[src/rtl/ftoi_seq.sv]
// Multi-cycle IEEE-754 single to signed int32 converter, nearest/ties-away.
// Define FTOI_FLOOR_EN to add a per-op floor (round toward -inf) select.
module ftoi_seq (
  input  logic        clk,
  input  logic        rst,
  input  logic        order,
`ifdef FTOI_FLOOR_EN
  input  logic        floor,
`endif
  input  logic [31:0] rs1,
  output logic        accepted,
  output logic        done,
  output logic [31:0] rd
);

  typedef enum logic [1:0] {
    S_IDLE,
    S_SHIFT,
    S_ROUND,
    S_DONE
  } state_t;

`ifdef FTOI_FLOOR_EN
  localparam int FW = 24;
`else
  localparam int FW = 1;
`endif

  state_t        r_state;
  state_t        w_next;
  logic [31:0]   r_op;
  logic [31:0]   r_rd;
  logic [30:0]   r_mag;
  logic          r_sign;
  logic          r_sat;
  logic          r_guard;

  logic [7:0]    w_e;
  logic [23:0]   w_m;
  logic          w_nan;
  logic [2:0]    w_lsh;
  logic [4:0]    w_ramt;
  logic [30:0]   w_lmag;
  logic [23+FW:0] w_rsh;
  logic          w_sat;
  logic [30:0]   w_mag;
  logic          w_guard;
  logic          w_inc;
  logic [31:0]   w_rmag;
  logic [31:0]   w_res;

`ifdef FTOI_FLOOR_EN
  logic          r_floor;
  logic          r_sticky;
  logic          w_sticky;
`endif

  assign accepted = (r_state == S_IDLE) && order;
  assign done     = (r_state == S_DONE);
  assign rd       = r_rd;

  always_comb begin
    w_next = r_state;
    unique case (r_state)
      S_IDLE:  if (order) w_next = S_SHIFT;
      S_SHIFT: w_next = S_ROUND;
      S_ROUND: w_next = S_DONE;
      S_DONE:  w_next = S_IDLE;
      default: w_next = S_IDLE;
    endcase
  end

  assign w_e    = r_op[30:23];
  assign w_m    = {|w_e, r_op[22:0]};
  assign w_nan  = (w_e == 8'hFF) && (r_op[22:0] != 23'd0);
  // Low bits of (e-150) and (150-e); only used inside their valid ranges.
  assign w_lsh  = w_e[2:0] - 3'd6;
  assign w_ramt = 5'd22 - w_e[4:0];
  assign w_lmag = {7'd0, w_m} << w_lsh;
  assign w_rsh  = {w_m, {FW{1'b0}}} >> w_ramt;

  always_comb begin
    w_sat   = 1'b0;
    w_mag   = '0;
    w_guard = 1'b0;
`ifdef FTOI_FLOOR_EN
    w_sticky = 1'b0;
`endif
    if (w_nan || w_e >= 8'd158) begin
      w_sat = 1'b1;
    end else if (w_e >= 8'd150) begin
      w_mag = w_lmag;
    end else if (w_e >= 8'd126) begin
      w_mag   = {7'd0, w_rsh[23+FW:FW]};
      w_guard = w_rsh[FW-1];
`ifdef FTOI_FLOOR_EN
      w_sticky = |w_rsh[FW-2:0];
`endif
    end else begin
`ifdef FTOI_FLOOR_EN
      w_sticky = |r_op[30:0];
`endif
    end
  end

`ifdef FTOI_FLOOR_EN
  assign w_inc = r_floor ? (r_sign & (r_guard | r_sticky)) : r_guard;
`else
  assign w_inc = r_guard;
`endif

  assign w_rmag = {1'b0, r_mag} + {31'd0, w_inc};

  always_comb begin
    w_res = r_sign ? (~w_rmag + 32'd1) : w_rmag;
    if (r_sat) w_res = r_sign ? 32'h8000_0000 : 32'h7FFF_FFFF;
  end

  always_ff @(posedge clk) begin
    if (rst) begin
      r_state <= S_IDLE;
      r_rd    <= 32'h0;
    end else begin
      r_state <= w_next;
      if (r_state == S_ROUND) r_rd <= w_res;
    end
  end

  always_ff @(posedge clk) begin
    if (accepted) begin
      r_op <= rs1;
`ifdef FTOI_FLOOR_EN
      r_floor <= floor;
`endif
    end
    if (r_state == S_SHIFT) begin
      // NaN saturates positive regardless of its sign bit.
      r_sign  <= r_op[31] & ~w_nan;
      r_sat   <= w_sat;
      r_mag   <= w_mag;
      r_guard <= w_guard;
`ifdef FTOI_FLOOR_EN
      r_sticky <= w_sticky;
`endif
    end
  end

endmodule
[config.mk]
export PLATFORM = sky130hd
export DESIGN_NAME = ftoi_seq
export DESIGN_NICKNAME = d
export VERILOG_FILES = /design/src/rtl/ftoi_seq.sv
export SDC_FILE = /design/constraint.sdc
export NUM_CORES = 1
export LEC_CHECK = 0
export ABC_CLOCK_PERIOD_IN_PS = 4580
export BUFFER_PORTS_ARGS = -buffer_cell sky130_fd_sc_hd__buf_2
export CORE_MARGIN = 3
export CORE_UTILIZATION = 61
export DETAILED_ROUTE_END_ITERATION = 6
export PLACE_DENSITY = 0.86
export RECOVER_POWER = 50
export SYNTH_ARGS = -nofsm -noshare
export SYNTH_HDL_FRONTEND = slang
export SYNTH_SLANG_ARGS = --single-unit
[constraint.sdc]
create_clock -name clk -period 4.58 [get_ports clk]
set_input_delay 0.458 -clock clk [delete_from_list [all_inputs] [get_ports clk]]
set_output_delay 0.458 -clock clk [all_outputs]
set_load 0.05 [all_outputs]
==> impl_metrics.env, run 1 <==
export IMPL_start_kind="flip-flop"
export IMPL_yosysTopAreaCell="edfxtp_1"
export IMPL_setup_viol=0
export IMPL_die_area_um2=14200
export IMPL_peakVddDrop_v=0.000378
export IMPL_end_kind="flip-flop"
export IMPL_period_share_pct=77.5
export IMPL_coreArea_um2=12300
export IMPL_cts_htree_levels=3
export IMPL_timing_fmax_ghz=0.282
export IMPL_ys_ff_latch=100
export IMPL_yosysSeqAreaShare_pct=34.1
export IMPL_gr_total_overflow=0
export IMPL_num_vias=7102
export IMPL_root_buffer="clkbuf_16"
export IMPL_tightestPinTransition_ns=1.68
export IMPL_placedCellCount=1068
export IMPL_num_rows=40
export IMPL_instances_no_fill=1084
export IMPL_cts_hold_buffers=0
export IMPL_power_density_nw_per_um2=570
export IMPL_vias_per_cell=6.55
export IMPL_cts_max_path_buffers=2
export IMPL_syn_inst=884
export IMPL_pin_count=69
export IMPL_cts_resized=0
export IMPL_synth_fp_nets=933
export IMPL_synthMostInstantiatedCell="nor2_1"
export IMPL_drive_gt1_share_pct=12.7
export IMPL_fin_skew_ns=0.0104
export IMPL_cpPeakStageDelay_ns=0.52
export IMPL_status="complete, but fails checks"
export IMPL_finalWeightedCongestion=1.00
export IMPL_hold_viol=0
export IMPL_drc=0
export IMPL_post_route_min_period_ns=3.55
export IMPL_synth_distinct_cells=76
export IMPL_worstPathCellList="ha_1 > ha_1 > nand3_1 > nor4_1 > xor2_1 > or3_1 > or3b_1 > nor3_1 > mux2i_1 > a21oi_1"
export IMPL_dr_pass1_iters=6
export IMPL_grt_first_pass_wirelength_um=32400
export IMPL_synth_area_top_cells="edfxtp_1 25%, dfxtp_1 8.7%, mux2i_1 6.8%"
export IMPL_rsz0062_at_grt="false"
export IMPL_crit_fanout=9
export IMPL_layout_nets=960
export IMPL_clock_latency_ns=0.36
export IMPL_yosysWarnings=0
export IMPL_clk_pin_slew_ns=0.07
export IMPL_synth_area_per_cell_um2=8.84
export IMPL_leakage_nw=2.95
export IMPL_async_flop_share_pct=0
export IMPL_grtUsageTotal_pct=27.9
export IMPL_port_buffer_count=68
export IMPL_worstPathBufferInverterCount=0
export IMPL_detail_route_iter0_violations=838
export IMPL_critPathArrivalTime_ns=3.76
export IMPL_fin_setup_tns_ns=0
export IMPL_tritoncts="yes"
export IMPL_cap_violations=1
export IMPL_die_h_um=119
export IMPL_fin_ws_ns=1.03
export IMPL_yosys_most_used_dff="edfxtp_1"
export IMPL_die_x_um=119
export IMPL_design_area_um2=8460
export IMPL_synth_edff_count=66
export IMPL_ant_nets=0
export IMPL_crit_slowest_cell="or3b_1"
export IMPL_crit_family="simple AND/OR/NAND/NOR gates"
export IMPL_place_hpwl_um=14700
export IMPL_clock_sinks=100
export IMPL_syn2layout_area_growth_pct=8.26
export IMPL_yosys_area_top_type_share_pct=25.4
export IMPL_cp_required_ns=4.79
export IMPL_place_area_um2=8190
export IMPL_numCtsBuffers=9
export IMPL_dp_slack_ns=1.08
export IMPL_grt_max_degree=61
export IMPL_slew_limit_headroom_pct=-12.1
export IMPL_drv_slew=35
export IMPL_r2r_setup_slack_ns=1.03
export IMPL_hold_class="input pin to flip-flop"
export IMPL_final_fill_count=1008
export IMPL_yosys_top_cells_count="95 x nor2_1, 89 x nand2_1, 66 x edfxtp_1"
export IMPL_crit_top_cell="ha_1"
export IMPL_violations="capacitance limit, slew limit"
export IMPL_routedWlPerCell_um=18.4
export IMPL_setup_worst_path_class="flip-flop to flip-flop"
export IMPL_routed_wl_um=20000
export IMPL_initial_core_util_pct=63.7
export IMPL_post_cts_buffers=0
export IMPL_num_antenna_cells=0
export IMPL_antenna_found_initial=0
export IMPL_grt_pass1_vias=6623
export IMPL_syn_cell_area_um2=7810
==> cells in the final DEF, fill, tap and decap left out, types with 11 or more instances in the layout <==
cell type	n
ha_1	14
o21ai_0	38
edfxtp_1	66
or3_1	11
xnor2_1	27
mux2_2	11
nor2_1	95
nand4_1	19
a21oi_1	46
nor4_1	16
nand3_1	29
buf_4	12
mux4_2	16
dfxtp_1	34
buf_2	36
clkbuf_1	33
mux2i_1	53
nor3_1	26
o211ai_1	14
o21a_1	12
inv_1	17
nand2_1	89
xor2_1	16
a211oi_1	23
o22ai_1	23
==> final cells by class <==
| type | instances | area, um^2 | share of cell area, % |
|---|---|---|---|
| Timing Repair Buffer | 81 | 394 | 4.66 |
| Clock buffer | 10 | 239 | 2.83 |
| Multi-Input combinational cell | 700 | 4810 | 56.9 |
| Tap cell | 168 | 210 | 2.49 |
| Clock inverter | 6 | 68.8 | 0.814 |
| Sequential cell | 100 | 2660 | 31.5 |
| Inverter | 19 | 71.3 | 0.843 |
==> metal layers <==
metal	track usage [%]	vias up	part of all wire (%)
met4	10.9	0	3.3
met2	47.3	365	48
met1	35.3	3271	41
met5	0	-	0
li1	-	3396	-
met3	5.03	70	7.4
==> flip-flops by register name, indices dropped and copies added, names as in the netlist <==
| register | cells |
|---|---|
| r_op | 32 |
| r_state | 2 |
| r_sat | 1 |
| rd | 32 |
| r_sign | 1 |
| r_mag | 31 |
| r_guard | 1 |
==> through the flow <==
step / util (%) / total power [mW] / hold WS, ns
floorplan: - / 3.44 / 0.515
global placement: 66.8 / 3.95 / 0.441
detailed placement: 66.8 / 4.01 / 0.453
CTS: 69.3 / 4.79 / 0.261
global route: 69.0 / 5.10 / 0.264
finish: 69.0 / 4.82 / 0.269
==> path summary, 6_finish.rpt <==
kind                start       end  cells past startpoint
setup reg to reg  r_guard    rd[19]                     10
setup / recovery  r_guard    rd[19]                     10
hold / removal    rs1[17]  r_op[17]                      1
hold reg to reg     rd[1]     rd[1]                      2
==> report_power, final <==
part	internal [mW]	switching [mW]
registers	1.28	0.285
clock network	0.443	0.345
logic	0.840	1.64
total	2.56	2.27
==> cell families (layout without fill, tap and decap cells) <==
logic type	after synthesis	after routing	share of synthesized area (%)
xor gates and xnor gates	44	44	4.93
adders and majority gates	14	14	2.24
and+or+nand+nor	339	339	22.0
AOI/OAI and AO/OA	223	223	19.4
DFF	100	100	34.1
buffers and inverters	84	116	4.42
muxes	80	80	13.0
Power figures use the tool's default switching activity.
==> run 2: changes to the inputs <==
--- a/config.mk
+++ b/config.mk
@@ -5,12 +5,13 @@
 export SDC_FILE = /design/constraint.sdc
 export NUM_CORES = 1
 export LEC_CHECK = 0
-export ABC_CLOCK_PERIOD_IN_PS = 4580
+export ABC_AREA = 1
+export ABC_CLOCK_PERIOD_IN_PS = 3050
 export BUFFER_PORTS_ARGS = -buffer_cell sky130_fd_sc_hd__buf_2
 export CORE_MARGIN = 3
-export CORE_UTILIZATION = 61
+export CORE_UTILIZATION = 55
 export DETAILED_ROUTE_END_ITERATION = 6
-export PLACE_DENSITY = 0.86
+export PLACE_DENSITY = 0.83
 export RECOVER_POWER = 50
 export SYNTH_ARGS = -nofsm -noshare
 export SYNTH_HDL_FRONTEND = slang
==> constraint.sdc (replaced) <==
create_clock -name clk -period 3.05 [get_ports clk]
set_input_delay 0.305 -clock clk [delete_from_list [all_inputs] [get_ports clk]]
set_output_delay 0.305 -clock clk [all_outputs]
set_load 0.05 [all_outputs]
==> run 2 against run 1 <==
The flow still finishes with violations (capacitance limit, slew limit). Die area is 8.5% higher. Sequential share of layout area is essentially flat. Clock-buffer cell count up 2. Sequential power rose by 52%. Routed wire length up 10%. Clock skew hardly changed. Largest power group unchanged. Highest routed layer unchanged.
==> impl_metrics.env, run 2 <==
export IMPL_cp_required_ns=3.31
export IMPL_hold_viol=0
export IMPL_power_frac_clock_pct=14.3
export IMPL_tritoncts="yes"
export IMPL_timing_fmax_ghz=0.370
export IMPL_post_route_min_period_ns=2.70
export IMPL_drv_slew=35
export IMPL_num_rows=42
export IMPL_worstPathCellList="ha_1 > ha_1 > inv_1 > nor2_2 > nand2_2 > nor2_4 > xnor2_1 > nand3_1 > nor2_2 > nand2_2 > nor2_2 > nand2_1 > nand3b_1 > nand3_1 > nand2_1 > inv_1"
export IMPL_cts_hold_buffers=0
export IMPL_yosysTopAreaCell="edfxtp_1"
export IMPL_synth_area_per_cell_um2=6.75
export IMPL_violations="capacitance limit, slew limit"
export IMPL_gr_total_overflow=0
export IMPL_leakage_nw=3.64
export IMPL_r2r_setup_slack_ns=0.35
export IMPL_clock_sinks=100
export IMPL_hold_class="input pin to flip-flop"
export IMPL_cts_htree_levels=3
export IMPL_syn_inst=1138
export IMPL_tightestPinTransition_ns=1.81
export IMPL_yosys_area_top_type_share_pct=25.8
export IMPL_yosys_most_used_dff="edfxtp_1"
export IMPL_post_cts_buffers=0
export IMPL_period_share_pct=88.6
export IMPL_grt_first_pass_wirelength_um=35300
export IMPL_place_hpwl_um=17500
export IMPL_rsz0062_at_grt="false"
export IMPL_peakVddDrop_v=0.000536
export IMPL_setup_viol=0
export IMPL_routed_wl_um=22000
export IMPL_synth_distinct_cells=47
export IMPL_ant_nets=0
export IMPL_design_area_um2=8470
export IMPL_fin_setup_tns_ns=0
export IMPL_cts_max_path_buffers=2
export IMPL_async_flop_share_pct=0
export IMPL_p_int_mw=3.82
export IMPL_crit_family="simple AND/OR/NAND/NOR gates"
export IMPL_final_fill_count=1333
export IMPL_yosysWarnings=0
export IMPL_p_sw_share_pct=51.1
export IMPL_crit_top_cell="nor2_2"
export IMPL_syn2layout_area_growth_pct=10.3
export IMPL_p_seq_share_pct=30.3
export IMPL_grt_pass1_vias=7364
export IMPL_syn_cell_area_um2=7680
export IMPL_yosysSeqAreaShare_pct=34.7
export IMPL_ys_ff_latch=100
export IMPL_crit_slowest_cell="xnor2_1"
export IMPL_worst_hold_slack_ns=0.120
export IMPL_initial_core_util_pct=57.1
export IMPL_cpPeakStageDelay_ns=0.38
export IMPL_p_switching_mw=4.00
export IMPL_num_vias=7824
export IMPL_start_kind="flip-flop"
export IMPL_layout_nets=1242
export IMPL_antenna_found_initial=0
export IMPL_status="complete, but fails checks"
export IMPL_synth_fp_nets=1187
export IMPL_pin_count=69
export IMPL_critPathArrivalTime_ns=2.96
export IMPL_final_common_cell="nand2_1"
export IMPL_crit_fanout=5
export IMPL_setup_worst_path_class="flip-flop to flip-flop"
export IMPL_finalWeightedCongestion=1.03
export IMPL_routedWlPerCell_um=16.0
export IMPL_synth_area_top_cells="edfxtp_1 26%, nand2_1 14%, dfxtp_1 8.9%"
export IMPL_dr_pass1_iters=6
export IMPL_synthMostInstantiatedCell="nand2_1"
export IMPL_combPwrFrac_pct=55.5
export IMPL_clk_pin_slew_ns=0.07
export IMPL_worstPathBufferInverterCount=2
export IMPL_synth_edff_count=66
export IMPL_slew_limit_headroom_pct=-20.5
export IMPL_drc=0
export IMPL_place_area_um2=8230
export IMPL_die_area_um2=15400
export IMPL_power_density_nw_per_um2=923
export IMPL_fin_skew_ns=0.0106
export IMPL_cap_violations=1
export IMPL_coreArea_um2=13500
export IMPL_vias_per_cell=5.69
export IMPL_root_buffer="clkbuf_16"
export IMPL_cts_resized=0
export IMPL_end_kind="flip-flop"
export IMPL_detail_route_iter0_violations=817
export IMPL_grtUsageTotal_pct=29.6
export IMPL_numCtsBuffers=9
export IMPL_port_buffer_count=68
export IMPL_die_x_um=124
export IMPL_die_h_um=124
export IMPL_grt_max_degree=49
export IMPL_yosys_top_cells_count="293 x nand2_1, 157 x nor2_1, 136 x o21ai_0"
export IMPL_clock_latency_ns=0.36
export IMPL_num_antenna_cells=0
export IMPL_mostFrequentLayoutCells="293 x nand2_1, 157 x nor2_1, 136 x o21ai_0"
export IMPL_drive_gt1_share_pct=10.9
==> run 2: cell count changes after synthesis, sizes merged, moves of 21 or more <==
cell	previous run	this run
nand2	89	309
o21ai	40	146
inv	17	108
nor2	95	179
mux2i	53	10
nand3	31	65
o22ai	23	1
a211oi	24	3
==> run 2: final cells by class <==
cell class | instances | area [um^2] | area share (%)
Multi-Input combinational cell | 878 | 4410 | 52.0
Sequential cell | 100 | 2660 | 31.4
Timing Repair Buffer | 91 | 468 | 5.53
Inverter | 113 | 424 | 5.01
Clock buffer | 12 | 258 | 3.04
Tap cell | 176 | 220 | 2.60
Clock inverter | 4 | 30.0 | 0.355
==> run 2: metal layers <==
| layer | global-route usage (%) | wire length (um) | up-vias |
|---|---|---|---|
| met5 | 0 | 0 | - |
| li1 | - | - | 3882 |
| met4 | 14.4 | 1010 | 0 |
| met2 | 51.9 | 10900 | 350 |
| met3 | 5.09 | 1200 | 80 |
| met1 | 34.9 | 8900 | 3512 |
==> run 2: kinds of logic after synthesis <==
group / after synthesis / synth area share (%)
and+or+nand+nor: 595 / 34.1
AOI/OAI and AO/OA: 237 / 17.2
buffers and inverters: 160 / 7.94
DFF: 100 / 34.7
xor gates and xnor gates: 22 / 2.51
adders and majority gates: 14 / 2.28
muxes: 10 / 1.30
==> run 2: power groups by stage <==
stage | Sequential, mW | Clock (mW) | Combinational (mW)
after global routing | 2.42 | 1.19 | 4.81
after detailed placement | 2.37 | 0 | 4.31
after floorplan | 2.80 | 0 | 2.72
final | 2.37 | 1.12 | 4.34
after global placement | 2.36 | 0 | 4.30
after CTS | 2.34 | 1.14 | 4.33
==> run 2: through the flow <==
step           setup WS [ns]  total power [mW]  utilization (%)  std cells
5_1_grt               0.0757              8.42             63.0       1374
3_3_place_gp           0.422              6.65             61.2       1358
2_1_floorplan          0.278              5.52                -       1138
6_report               0.348              7.82             63.0       1374
3_5_place_dp           0.380              6.68             61.2       1358
4_1_cts                0.362              7.81             63.3       1374
==> run 2: worst paths after layout <==
| path | start | cells past startpoint | endpoint |
|---|---|---|---|
| min | rs1[26] | 1 | r_op[26] |
| min reg2reg | rd[4] | 2 | rd[4] |
| max | r_mag[0] | 16 | rd[23] |
| max reg2reg | r_mag[0] | 16 | rd[23] |
==> run 3: changes to the inputs <==
--- a/config.mk
+++ b/config.mk
@@ -12,7 +12,6 @@
 export CORE_UTILIZATION = 55
 export DETAILED_ROUTE_END_ITERATION = 6
 export PLACE_DENSITY = 0.83
-export RECOVER_POWER = 50
 export SYNTH_ARGS = -nofsm -noshare
 export SYNTH_HDL_FRONTEND = slang
 export SYNTH_SLANG_ARGS = --single-unit
==> run 3 against run 2 <==
The run now ends clean. First-iteration DRC count down 10%. Register-to-register slack about the same. Routed wire length shrank 0.56%. Die area unchanged. Final area rose by 0.53%. Non-clock buffer count unchanged.
==> impl_metrics.env, run 3 (synthesized netlist as in run 2, its figures left out) <==
export IMPL_final_common_cell="nand2_1"
export IMPL_power_density_nw_per_um2=921
export IMPL_r2r_setup_slack_ns=0.35
export IMPL_p_total_mw=7.84
export IMPL_pin_count=69
export IMPL_die_area_um2=15400
export IMPL_clock_sinks=100
export IMPL_gr_total_overflow=0
export IMPL_drv_slew=0
export IMPL_cts_hold_buffers=0
export IMPL_hold_class="input pin to flip-flop"
export IMPL_vias_per_cell=5.67
export IMPL_cap_violations=0
export IMPL_numCtsBuffers=9
export IMPL_end_kind="flip-flop"
export IMPL_tightestPinTransition_ns=0.687
export IMPL_timing_fmax_ghz=0.370
export IMPL_period_share_pct=88.6
export IMPL_routedWlPerCell_um=15.9
export IMPL_mostFrequentLayoutCells="293 x nand2_1, 157 x nor2_1, 136 x o21ai_0"
export IMPL_peakVddDrop_v=0.000533
export IMPL_syn2layout_area_growth_pct=10.9
export IMPL_utilization_pct=63.3
export IMPL_drc=0
export IMPL_multi_input_area_um2=4410
export IMPL_antenna_found_initial=0
export IMPL_clk_pin_slew_ns=0.07
export IMPL_post_route_min_period_ns=2.70
export IMPL_setup_worst_path_class="flip-flop to flip-flop"
export IMPL_num_antenna_cells=0
export IMPL_detail_route_iter0_violations=735
export IMPL_crit_fanout=5
export IMPL_dp_slack_ns=0.380
export IMPL_worst_hold_slack_ns=0.122
export IMPL_fin_skew_ns=0.0119
export IMPL_drive_gt1_share_pct=13.8
export IMPL_register_area_um2=2660
export IMPL_num_rows=42
export IMPL_setup_viol=0
export IMPL_tritoncts="yes"
export IMPL_finalWeightedCongestion=1.03
export IMPL_cts_resized=0
export IMPL_final_fill_count=1313
export IMPL_status="complete, no violations"
export IMPL_leakage_nw=3.78
export IMPL_dr_pass1_iters=6
export IMPL_grtUsageTotal_pct=29.6
export IMPL_coreArea_um2=13500
export IMPL_die_x_um=124
export IMPL_root_buffer="clkbuf_16"
export IMPL_rsz0062_at_grt="false"
export IMPL_grt_max_degree=49
export IMPL_slew_limit_headroom_pct=53.9
export IMPL_cts_max_path_buffers=2
export IMPL_grt_pass1_vias=7364
export IMPL_num_vias=7784
export IMPL_critPathArrivalTime_ns=2.96
export IMPL_grt_first_pass_wirelength_um=35300
export IMPL_port_buffer_count=68
export IMPL_cp_required_ns=3.31
export IMPL_post_cts_buffers=0
export IMPL_routed_wl_um=21900
export IMPL_ant_nets=0
export IMPL_initial_core_util_pct=57.1
export IMPL_place_hpwl_um=17500
export IMPL_cts_htree_levels=3
export IMPL_layout_nets=1242
export IMPL_fin_ws_ns=0.349
export IMPL_die_h_um=124
export IMPL_start_kind="flip-flop"
export IMPL_hold_viol=0
export IMPL_clock_latency_ns=0.36
export IMPL_fin_setup_tns_ns=0
run 3: cell types whose count changed in the layout (fill, tap and decap cells not counted):
cell,before,now
clkbuf_1,36,2
buf_2,35,68
buf_4,22,23
run 3: area by class of cell:
class	count	area share [%]
multi-input combinational	878	51.8
inverter	113	4.98
clock buffer	12	3.03
timing repair buffer	91	6.02
tap	176	2.59
clock inverter	4	0.353
sequential	100	31.3
run 3: worst paths after layout:
check                               from       end  depth (start not counted)
worst max-delay path            r_mag[0]    rd[23]                         16
worst min register to register     rd[4]     rd[4]                          2
worst min-delay path             rs1[26]  r_op[26]                          1
worst max register to register  r_mag[0]    rd[23]                         16
run 3: stage by stage:
step,instances,cell area (um^2)
final,1374,8510
after global placement,1358,8230
after global routing,1374,8510
after CTS,1374,8510
after floorplan,1138,7680
after detailed placement,1358,8230
run 3: layer usage:
layer / up-vias / routed length, um / GRT usage (%)
li1: 3884 / - / -
met1: 3510 / 8890 / 34.9
met2: 315 / 10800 / 51.9
met3: 75 / 1160 / 5.09
met4: 0 / 981 / 14.4
met5: - / 0 / 0
run 3: worst max-delay path, stage by stage, from the launching register on:
cell and delay [ns]:
edfxtp_1 0.37, ha_1 0.25, ha_1 0.26, inv_1 0.11, nor2_2 0.06, nand2_2 0.14, nor2_4 0.07, xnor2_1 0.38
nand3_1 0.18, nor2_2 0.20, nand2_2 0.10, nor2_2 0.12, nand2_1 0.09, nand3b_1 0.08, nand3_1 0.09, nand2_1 0.08
inv_1 0.03
run 3: power breakdown:
group / leakage [nW] / internal [mW] / switching, mW
sequential: 0.908 / 2.00 / 0.350
combinational: 2.73 / 1.25 / 3.13
clock: 0.138 / 0.607 / 0.507
total: 3.78 / 3.86 / 3.98
